[config.mk]
export PLATFORM = sky130hd
export DESIGN_NAME = mips_fetch_stage_flat
export DESIGN_NICKNAME = d
export VERILOG_FILES = /design/src/rtl/mips_fetch_if.sv /design/src/rtl/mips_fetch_stage.sv /design/src/flat_wrapper.sv
export SDC_FILE = /design/constraint.sdc
export NUM_CORES = 1
export LEC_CHECK = 0
export BUFFER_PORTS_ARGS = -buffer_cell sky130_fd_sc_hd__buf_2
export CELL_PAD_IN_SITES_DETAIL_PLACEMENT = 1
export CELL_PAD_IN_SITES_GLOBAL_PLACEMENT = 1
export CORE_ASPECT_RATIO = 1.1
export CORE_MARGIN = 4
export CORE_UTILIZATION = 39
export DETAILED_ROUTE_END_ITERATION = 6
export PLACE_DENSITY_LB_ADDON = 0.3
export SLEW_MARGIN = 20
export SYNTH_ARGS = -nofsm -noshare
export SYNTH_HDL_FRONTEND = slang
export SYNTH_SLANG_ARGS = --single-unit
[constraint.sdc]
create_clock -name clk -period 3.9 [get_ports clk]
set_input_delay 0.975 -clock clk [delete_from_list [all_inputs] [get_ports clk]]
set_output_delay 0.975 -clock clk [all_outputs]
set_load 0.03 [all_outputs]
[src/rtl/mips_fetch_if.sv]
// Fetch-stage bus bundle: instruction-memory request/return, decode hand-off,
// execute redirect and fault reporting.
interface mips_fetch_if #(
    parameter int PC_WIDTH    = 32,
    parameter int INSTR_WIDTH = 32
);
    logic [PC_WIDTH-1:0]    imem_pc;
    logic                   imem_req;
    logic [INSTR_WIDTH-1:0] imem_instr;
    logic                   dec_valid;
    logic                   dec_ready;
    logic [INSTR_WIDTH-1:0] dec_instr;
    logic [PC_WIDTH-1:0]    dec_pc;
    logic [PC_WIDTH-1:0]    dec_pc_plus4;
    logic                   redirect_valid;
    logic [PC_WIDTH-1:0]    redirect_pc;
    logic                   fetch_fault;
    logic [PC_WIDTH-1:0]    fault_pc;

    modport master (
        output imem_pc, imem_req, dec_valid, dec_instr, dec_pc, dec_pc_plus4,
               fetch_fault, fault_pc,
        input  imem_instr, dec_ready, redirect_valid, redirect_pc
    );

    modport slave (
        input  imem_pc, imem_req, dec_valid, dec_instr, dec_pc, dec_pc_plus4,
               fetch_fault, fault_pc,
        output imem_instr, dec_ready, redirect_valid, redirect_pc
    );
endinterface

[src/rtl/mips_fetch_stage.sv]
// MIPS instruction-fetch stage: sequential word fetch from a 1-cycle sync
// instruction memory, small fetch buffer toward decode, redirect/flush handling.
module mips_fetch_stage #(
    parameter int                  PC_WIDTH    = 32,
    parameter int                  INSTR_WIDTH = 32,
    parameter int                  FIFO_DEPTH  = 2,
    parameter logic [PC_WIDTH-1:0] RESET_PC    = {PC_WIDTH{1'b0}}
) (
    input  logic          clk,
    input  logic          rst_n,
    mips_fetch_if.master  bus
);

    localparam int PTR_W = (FIFO_DEPTH > 1) ? $clog2(FIFO_DEPTH) : 1;
    localparam int CNT_W = PTR_W + 1;
    localparam logic [CNT_W:0]      DEPTH_V = (CNT_W + 1)'(FIFO_DEPTH);
    localparam logic [PC_WIDTH-1:0] PC_STEP = PC_WIDTH'(3'd4);

    typedef enum logic [0:0] {
        ST_RUN   = 1'b0,
        ST_FAULT = 1'b1
    } state_t;

    state_t                 state_r;
    logic [PC_WIDTH-1:0]    pc_r;
    logic                   inflight_r;
    logic [PC_WIDTH-1:0]    inflight_pc_r;
    logic                   fetch_fault_r;
    logic [PC_WIDTH-1:0]    fault_pc_r;

    logic [INSTR_WIDTH-1:0] fifo_instr_r [FIFO_DEPTH];
    logic [PC_WIDTH-1:0]    fifo_pc_r    [FIFO_DEPTH];
    logic [PTR_W-1:0]       wr_ptr_r;
    logic [PTR_W-1:0]       rd_ptr_r;
    logic [CNT_W-1:0]       count_r;

    logic                   dec_valid_s;
    logic                   accept_s;
    logic                   pop_s;
    logic                   push_s;
    logic                   misaligned_s;
    logic [CNT_W:0]         occ_s;
    logic                   issue_s;

    // Occupancy accounting and fetch-issue decision; a redirect suppresses both issue and pop.
    always_comb begin
        dec_valid_s  = (count_r != {CNT_W{1'b0}});
        accept_s     = dec_valid_s & bus.dec_ready;
        pop_s        = accept_s & ~bus.redirect_valid;
        push_s       = inflight_r & ~bus.redirect_valid;
        misaligned_s = (bus.redirect_pc[1:0] != 2'b00);
        occ_s        = {1'b0, count_r} + {{CNT_W{1'b0}}, inflight_r}
                       - {{CNT_W{1'b0}}, accept_s};
        if (!rst_n) begin
            issue_s = 1'b0;
        end else if ((state_r == ST_RUN) && !bus.redirect_valid && (occ_s < DEPTH_V)) begin
            issue_s = 1'b1;
        end else begin
            issue_s = 1'b0;
        end
    end

    // Fetch control FSM: PC, in-flight tracking and sticky misalignment fault.
    always_ff @(posedge clk or negedge rst_n) begin
        if (!rst_n) begin
            state_r       <= ST_RUN;
            pc_r          <= RESET_PC;
            inflight_r    <= 1'b0;
            inflight_pc_r <= {PC_WIDTH{1'b0}};
            fetch_fault_r <= 1'b0;
            fault_pc_r    <= {PC_WIDTH{1'b0}};
        end else if (bus.redirect_valid) begin
            pc_r       <= bus.redirect_pc;
            inflight_r <= 1'b0;
            if (misaligned_s) begin
                state_r       <= ST_FAULT;
                fetch_fault_r <= 1'b1;
                fault_pc_r    <= bus.redirect_pc;
            end else begin
                state_r       <= ST_RUN;
                fetch_fault_r <= 1'b0;
                fault_pc_r    <= {PC_WIDTH{1'b0}};
            end
        end else begin
            case (state_r)
                ST_RUN: begin
                    inflight_r <= issue_s;
                    if (issue_s) begin
                        pc_r          <= pc_r + PC_STEP;
                        inflight_pc_r <= pc_r;
                    end
                end
                ST_FAULT: begin
                    inflight_r <= 1'b0;
                end
                default: begin
                    state_r    <= ST_RUN;
                    inflight_r <= 1'b0;
                end
            endcase
        end
    end

    // Fetch buffer: returned words enter at the tail, decode reads the registered head.
    always_ff @(posedge clk or negedge rst_n) begin
        if (!rst_n) begin
            wr_ptr_r <= {PTR_W{1'b0}};
            rd_ptr_r <= {PTR_W{1'b0}};
            count_r  <= {CNT_W{1'b0}};
            for (int i = 0; i < FIFO_DEPTH; i++) begin
                fifo_instr_r[i] <= {INSTR_WIDTH{1'b0}};
                fifo_pc_r[i]    <= {PC_WIDTH{1'b0}};
            end
        end else if (bus.redirect_valid) begin
            wr_ptr_r <= {PTR_W{1'b0}};
            rd_ptr_r <= {PTR_W{1'b0}};
            count_r  <= {CNT_W{1'b0}};
        end else begin
            if (push_s) begin
                fifo_instr_r[wr_ptr_r] <= bus.imem_instr;
                fifo_pc_r[wr_ptr_r]    <= inflight_pc_r;
                wr_ptr_r               <= wr_ptr_r + PTR_W'(1'b1);
            end
            if (pop_s) begin
                rd_ptr_r <= rd_ptr_r + PTR_W'(1'b1);
            end
            case ({push_s, pop_s})
                2'b10:   count_r <= count_r + CNT_W'(1'b1);
                2'b01:   count_r <= count_r - CNT_W'(1'b1);
                default: count_r <= count_r;
            endcase
        end
    end

    assign bus.imem_pc      = pc_r;
    assign bus.imem_req     = issue_s;
    assign bus.dec_valid    = dec_valid_s;
    assign bus.dec_instr    = fifo_instr_r[rd_ptr_r];
    assign bus.dec_pc       = fifo_pc_r[rd_ptr_r];
    assign bus.dec_pc_plus4 = fifo_pc_r[rd_ptr_r] + PC_STEP;
    assign bus.fetch_fault  = fetch_fault_r;
    assign bus.fault_pc     = fault_pc_r;

endmodule

[src/flat_wrapper.sv]
// flat-port wrapper written by rule: the top's interface ports become plain ports
module mips_fetch_stage_flat 
#(
    parameter int                  PC_WIDTH    = 32,
    parameter int                  INSTR_WIDTH = 32,
    parameter int                  FIFO_DEPTH  = 2,
    parameter logic [PC_WIDTH-1:0] RESET_PC    = {PC_WIDTH{1'b0}}
)
  (clk, rst_n, bus_imem_pc, bus_imem_req, bus_dec_valid, bus_dec_instr, bus_dec_pc, bus_dec_pc_plus4, bus_fetch_fault, bus_fault_pc, bus_imem_instr, bus_dec_ready, bus_redirect_valid, bus_redirect_pc);
  mips_fetch_if #(.PC_WIDTH(PC_WIDTH), .INSTR_WIDTH(INSTR_WIDTH)) bus_i ();
  input  logic clk;
  input  logic rst_n;
  output wire logic [$bits(bus_i.imem_pc)-1:0] bus_imem_pc;
  output wire logic [$bits(bus_i.imem_req)-1:0] bus_imem_req;
  output wire logic [$bits(bus_i.dec_valid)-1:0] bus_dec_valid;
  output wire logic [$bits(bus_i.dec_instr)-1:0] bus_dec_instr;
  output wire logic [$bits(bus_i.dec_pc)-1:0] bus_dec_pc;
  output wire logic [$bits(bus_i.dec_pc_plus4)-1:0] bus_dec_pc_plus4;
  output wire logic [$bits(bus_i.fetch_fault)-1:0] bus_fetch_fault;
  output wire logic [$bits(bus_i.fault_pc)-1:0] bus_fault_pc;
  input wire logic [$bits(bus_i.imem_instr)-1:0] bus_imem_instr;
  input wire logic [$bits(bus_i.dec_ready)-1:0] bus_dec_ready;
  input wire logic [$bits(bus_i.redirect_valid)-1:0] bus_redirect_valid;
  input wire logic [$bits(bus_i.redirect_pc)-1:0] bus_redirect_pc;
  assign bus_imem_pc = bus_i.imem_pc;
  assign bus_imem_req = bus_i.imem_req;
  assign bus_dec_valid = bus_i.dec_valid;
  assign bus_dec_instr = bus_i.dec_instr;
  assign bus_dec_pc = bus_i.dec_pc;
  assign bus_dec_pc_plus4 = bus_i.dec_pc_plus4;
  assign bus_fetch_fault = bus_i.fetch_fault;
  assign bus_fault_pc = bus_i.fault_pc;
  assign bus_i.imem_instr = bus_imem_instr;
  assign bus_i.dec_ready = bus_dec_ready;
  assign bus_i.redirect_valid = bus_redirect_valid;
  assign bus_i.redirect_pc = bus_redirect_pc;
  mips_fetch_stage #(.PC_WIDTH(PC_WIDTH), .INSTR_WIDTH(INSTR_WIDTH), .FIFO_DEPTH(FIFO_DEPTH), .RESET_PC(RESET_PC)) u_core (.clk(clk), .rst_n(rst_n), .bus(bus_i));
endmodule
==> impl_results.html <==
<table>
<tr><th>Metric</th><th>Value</th></tr>
<tr><th colspan="2">Outcome</th></tr>
<tr><td>Run status</td><td>finished, final reports clean</td></tr>
<tr><th colspan="2">Global routing</th></tr>
<tr><td>GRT Util Overall</td><td>between 10% and 20%</td></tr>
<tr><td>Number of global-route vias before repair</td><td>between 8000 and 9000</td></tr>
<tr><td>Wire length of the first global-routing pass</td><td>46400 um</td></tr>
<tr><td>Number of antenna violations at the first check in global routing</td><td>1</td></tr>
<tr><td>Residual overflow from global routing</td><td>0</td></tr>
<tr><td>Pin count of the biggest net entering global routing</td><td>about 140</td></tr>
<tr><th colspan="2">Synth</th></tr>
<tr><td>Distinct cells, synth</td><td>52</td></tr>
<tr><td>Post-synthesis compound-gate area fraction</td><td>5.21%</td></tr>
<tr><td>Basic-gate share of the synthesized area counting and, or, nand and nor cells</td><td>11.0%</td></tr>
<tr><td>Number of nets produced by synthesis</td><td>991</td></tr>
<tr><td>Seq cells post-synth</td><td>230</td></tr>
<tr><td>Primary FF master, synth</td><td>sky130_fd_sc_hd__dfrtp_1</td></tr>
<tr><td>Post-synth ARST share</td><td>100%</td></tr>
<tr><td>Area share of xor/xnor cells in the synthesized design</td><td>4.56%</td></tr>
<tr><td>Post-Syn Area</td><td>0.0106 sq mm</td></tr>
<tr><td>Number of enable-type register cells in the synthesized netlist</td><td>0</td></tr>
<tr><td>Top cells by area, synth</td><td>sky130_fd_sc_hd__dfrtp_1, sky130_fd_sc_hd__mux2_2, sky130_fd_sc_hd__nand2_1</td></tr>
<tr><td>Area share of the leading cell type in the synthesized netlist</td><td>a little over half</td></tr>
<tr><td>Dominant cell type by area after synthesis</td><td>sky130_fd_sc_hd__dfrtp_1</td></tr>
<tr><td>Synthesized netlist cell count</td><td>920</td></tr>
<tr><td>Fraction of synthesized area in multiplexers</td><td>20.4%</td></tr>
<tr><td>Adder and majority gate portion of the synthesized area</td><td>0.427%</td></tr>
<tr><td>Main combinational cell family by area after synthesis</td><td>multiplexers</td></tr>
<tr><td>Count of warnings emitted by yosys</td><td>0</td></tr>
<tr><td>Share of synthesized area occupied by flip-flops and latches</td><td>54.5%</td></tr>
<tr><td>Average instance area after synthesis</td><td>11.5 sq um</td></tr>
<tr><th colspan="2">STA</th></tr>
<tr><td>Final setup violation count</td><td>0</td></tr>
<tr><td>Max Freq</td><td>around 0.26 GHz</td></tr>
<tr><td>Period utilisation layout</td><td>98.1%</td></tr>
<tr><td>Slew of the pin with the lowest slew margin</td><td>935 ps</td></tr>
<tr><td>Total negative slack for setup checks</td><td>0 ps</td></tr>
<tr><td>Setup skew after layout</td><td>7.33 ps</td></tr>
<tr><td>Worst Hold Slack</td><td>289 ps</td></tr>
<tr><td>Tmin final</td><td>3830 ps</td></tr>
<tr><td>Final count of hold timing violations</td><td>0</td></tr>
<tr><td>Count of final max-slew check failures</td><td>0</td></tr>
<tr><td>Relative slew margins</td><td>37.7%</td></tr>
<tr><td>Final Worst Setup Slack</td><td>about 72 ps</td></tr>
<tr><td>Setup repair after global routing missed its margin</td><td>true</td></tr>
<tr><th colspan="2">Power</th></tr>
<tr><td>Power Dens Cells</td><td>slightly below 600 mW/mm^2</td></tr>
<tr><td>Worst-case vdd ir drop</td><td>248 uV</td></tr>
<tr><td>Power Total</td><td>7.76 mW</td></tr>
<tr><td>Cell leakage power</td><td>6.60 nW</td></tr>
<tr><th colspan="2">Detailed routing</th></tr>
<tr><td>Vias per inst</td><td>5.09</td></tr>
<tr><td>Number of detailed-routing iterations run before antenna repair</td><td>4</td></tr>
<tr><td>Post-route DRC</td><td>0</td></tr>
<tr><td>Number of DRC markers after the initial detailed-route iteration</td><td>284</td></tr>
<tr><td>Wirelength per Cell</td><td>~19 um</td></tr>
<tr><td>Via total after detailed routing</td><td>7763</td></tr>
<tr><td>Overall routed net length</td><td>28500 um</td></tr>
<tr><td>Post-DRT Antenna Nets</td><td>0</td></tr>
<tr><th colspan="2">Clocking</th></tr>
<tr><td>CTS tree</td><td>yes</td></tr>
<tr><td>Clock net sink count</td><td>230</td></tr>
<tr><td>Root buffer cell</td><td>sky130_fd_sc_hd__clkbuf_16</td></tr>
<tr><td>Clk buf depth</td><td>3</td></tr>
<tr><td>Maximum level of the CTS H-tree</td><td>1</td></tr>
<tr><td>Clock buffer count from CTS</td><td>26</td></tr>
<tr><td>Clock slew seen by the registers of the worst setup and hold paths</td><td>roughly 60 ps</td></tr>
<tr><td>Latest clock arrival within the worst-skew pair</td><td>520 ps</td></tr>
<tr><th colspan="2">Die</th></tr>
<tr><td>Initial Util</td><td>40.0%</td></tr>
<tr><td>Area of the core region</td><td>0.0264 sq mm</td></tr>
<tr><td>Number of placed I/O pins</td><td>between 200 and 250</td></tr>
<tr><td>Chip Height</td><td>between 150 and 200 um</td></tr>
<tr><td>Floorplan die width</td><td>165 um</td></tr>
<tr><td>Total Die Area</td><td>0.0298 sq mm</td></tr>
<tr><td>Site row count</td><td>62</td></tr>
<tr><th colspan="2">Finish</th></tr>
<tr><td>Leading cell types in the layout, fill and taps excluded</td><td>sky130_fd_sc_hd__dfrtp_1, sky130_fd_sc_hd__buf_2, sky130_fd_sc_hd__mux2_2</td></tr>
<tr><td>Most common cell after layout, fill and taps aside</td><td>sky130_fd_sc_hd__dfrtp_1</td></tr>
<tr><td>Layout cell share with drive strength beyond 1</td><td>44.3%</td></tr>
<tr><td>Count of nets after finishing</td><td>around 1200</td></tr>
<tr><td>Synth-to-Final Area Change</td><td>25.3%</td></tr>
<tr><td>Diodes inserted</td><td>0</td></tr>
<tr><th colspan="2">Critical path</th></tr>
<tr><td>Crit. End Element</td><td>output port</td></tr>
<tr><td>Critical path startpoint category</td><td>register</td></tr>
<tr><td>Data arrival time of the worst path</td><td>2850 ps</td></tr>
<tr><td>Library cell contributing the largest single delay on the critical path</td><td>sky130_fd_sc_hd__dfrtp_4</td></tr>
<tr><td>Cell type with the highest occurrence count on the critical path</td><td>sky130_fd_sc_hd__buf_4</td></tr>
<tr><td>Chain of cells forming the critical path</td><td>buf_12, buf_4, nand4b_1, a211oi_2, nand4_1, buf_6, nor4_4, xor2_1, buf_4</td></tr>
<tr><td>Delay of the slowest cell on the worst path</td><td>490 ps</td></tr>
<tr><td>Critical Setup Path Class</td><td>reg2out</td></tr>
<tr><td>Slack of the worst reg-to-reg path</td><td>820 ps</td></tr>
<tr><td>Maximum fanout encountered on the critical timing path</td><td>9</td></tr>
<tr><td>Required time worst endpoint</td><td>2920 ps</td></tr>
<tr><th colspan="2">Placed design</th></tr>
<tr><td>Sum of net half-perimeters after detailed placement</td><td>between 15000 and 20000 um</td></tr>
<tr><td>Worst-case setup slack after placement</td><td>195 ps</td></tr>
<tr><td>Quantity of I/O buffers inserted on ports</td><td>230</td></tr>
<tr><td>Final Wtd Congestion</td><td>0.747</td></tr>
<tr><th colspan="2">Worst hold path</th></tr>
<tr><td>Hold/Removal Path Class</td><td>in2async</td></tr>
<tr><th colspan="2">Job</th></tr>
<tr><td>Max-cap violations</td><td>0</td></tr>
</table>
final cells by class:
| cell class | count | area [sq um] |
|---|---|---|
| inverters | 48 | 180 |
| repair buffers | 257 | 1440 |
| fillers | 2943 | 13100 |
| well taps | 352 | 440 |
| multi-input cells | 592 | 4560 |
| flip-flops and latches | 230 | 5760 |
| clock buffers | 35 | 756 |
| clock inverters | 12 | 93.8 |
worst max-delay path: cells and delay by family (launching register included):
kind / cells / cell delay [ps]
XOR/XNOR: 1 / 220
flip-flops: 1 / 490
buffers and inverters: 4 / 670
AO/OA/AOI/OAI: 1 / 300
AND/OR/NAND/NOR: 3 / 660
routing by layer:
layer,part of all wire [%],up-vias,global-route usage [%]
met5,0.025,-,0
met4,2.2,2,4.69
met3,6.0,38,3.77
met2,46,195,31.3
met1,45,3885,26.2
li1,-,3643,-
timing repair:
| item | in CTS | in global routing |
|---|---|---|
| hold buffers | 0 | 0 |
| gates resized for setup | 8 | 13 |
| endpoints found under the setup margin | 15 | 8 |
| pin swaps | 1 | 6 |
| buffers inserted | 4 | 3 |
| hold endpoints to repair | 0 | 0 |
synthesized netlist by cell type, types with 5 or more instances:
master	count
sky130_fd_sc_hd__xor2_1	30
sky130_fd_sc_hd__nand2_1	154
sky130_fd_sc_hd__nand4_1	21
sky130_fd_sc_hd__nand3_1	18
sky130_fd_sc_hd__nor2_1	17
sky130_fd_sc_hd__o21ai_0	40
sky130_fd_sc_hd__o22ai_1	32
sky130_fd_sc_hd__clkbuf_1	38
sky130_fd_sc_hd__dfrtp_1	230
sky130_fd_sc_hd__xnor2_1	25
sky130_fd_sc_hd__mux2_2	183
sky130_fd_sc_hd__inv_1	47
sky130_fd_sc_hd__mux2i_1	9
sky130_fd_sc_hd__a21oi_1	6
sky130_fd_sc_hd__nor3_1	5
sequential cells by signal, indices dropped and copies added (netlist names):
signal and count:
u_core.bus.fault_pc 32, u_core.count_r 2, u_core.wr_ptr_r 1, u_core.rd_ptr_r 1, u_core.state_r 1, u_core.fifo_pc_r 64
u_core.inflight_pc_r 32, u_core.bus.imem_pc 32, u_core.fifo_instr_r 64, u_core.inflight_r 1
kinds of logic (layout without fill, tap and decap cells):
| family | Yosys count | after routing |
|---|---|---|
| and+or+nand+nor | 249 | 249 |
| DFF | 230 | 230 |
| muxes | 192 | 192 |
| buffers and inverters | 98 | 352 |
| AOI/OAI and AO/OA | 93 | 93 |
| xor gates and xnor gates | 55 | 55 |
| adders and majority gates | 3 | 3 |
stage by stage:
step           utilization (%)  area [sq um]  cells
6_report                  50.1         13200   1526
5_1_grt                   50.1         13200   1526
4_1_cts                   49.9         13200   1523
3_5_place_dp              46.3         12200   1472
3_3_place_gp              46.3         12200   1472
2_1_floorplan                -         10600    920
report_power, final:
part           switching (mW)  internal, mW  leakage (nW)
combinational            1.46         0.801          3.20
sequential              0.312          2.79          2.98
clock                   0.972          1.42         0.422
worst paths after layout:
path	endpoint	cells past startpoint	startpoint
worst max register to register	u_core.bus.imem_pc[20]	11	u_core.count_r[0]
worst max-delay path	bus_dec_pc_plus4[31]	9	u_core.rd_ptr_r
min in group clk	u_core.inflight_pc_r[21]	2	u_core.inflight_pc_r[21]
worst min-delay path	u_core.fifo_pc_r[3]	1	rst_n
max in group asynchronous	u_core.rd_ptr_r	2	rst_n
worst min register to register	u_core.inflight_pc_r[21]	2	u_core.inflight_pc_r[21]
Power figures use the tool's default switching activity.
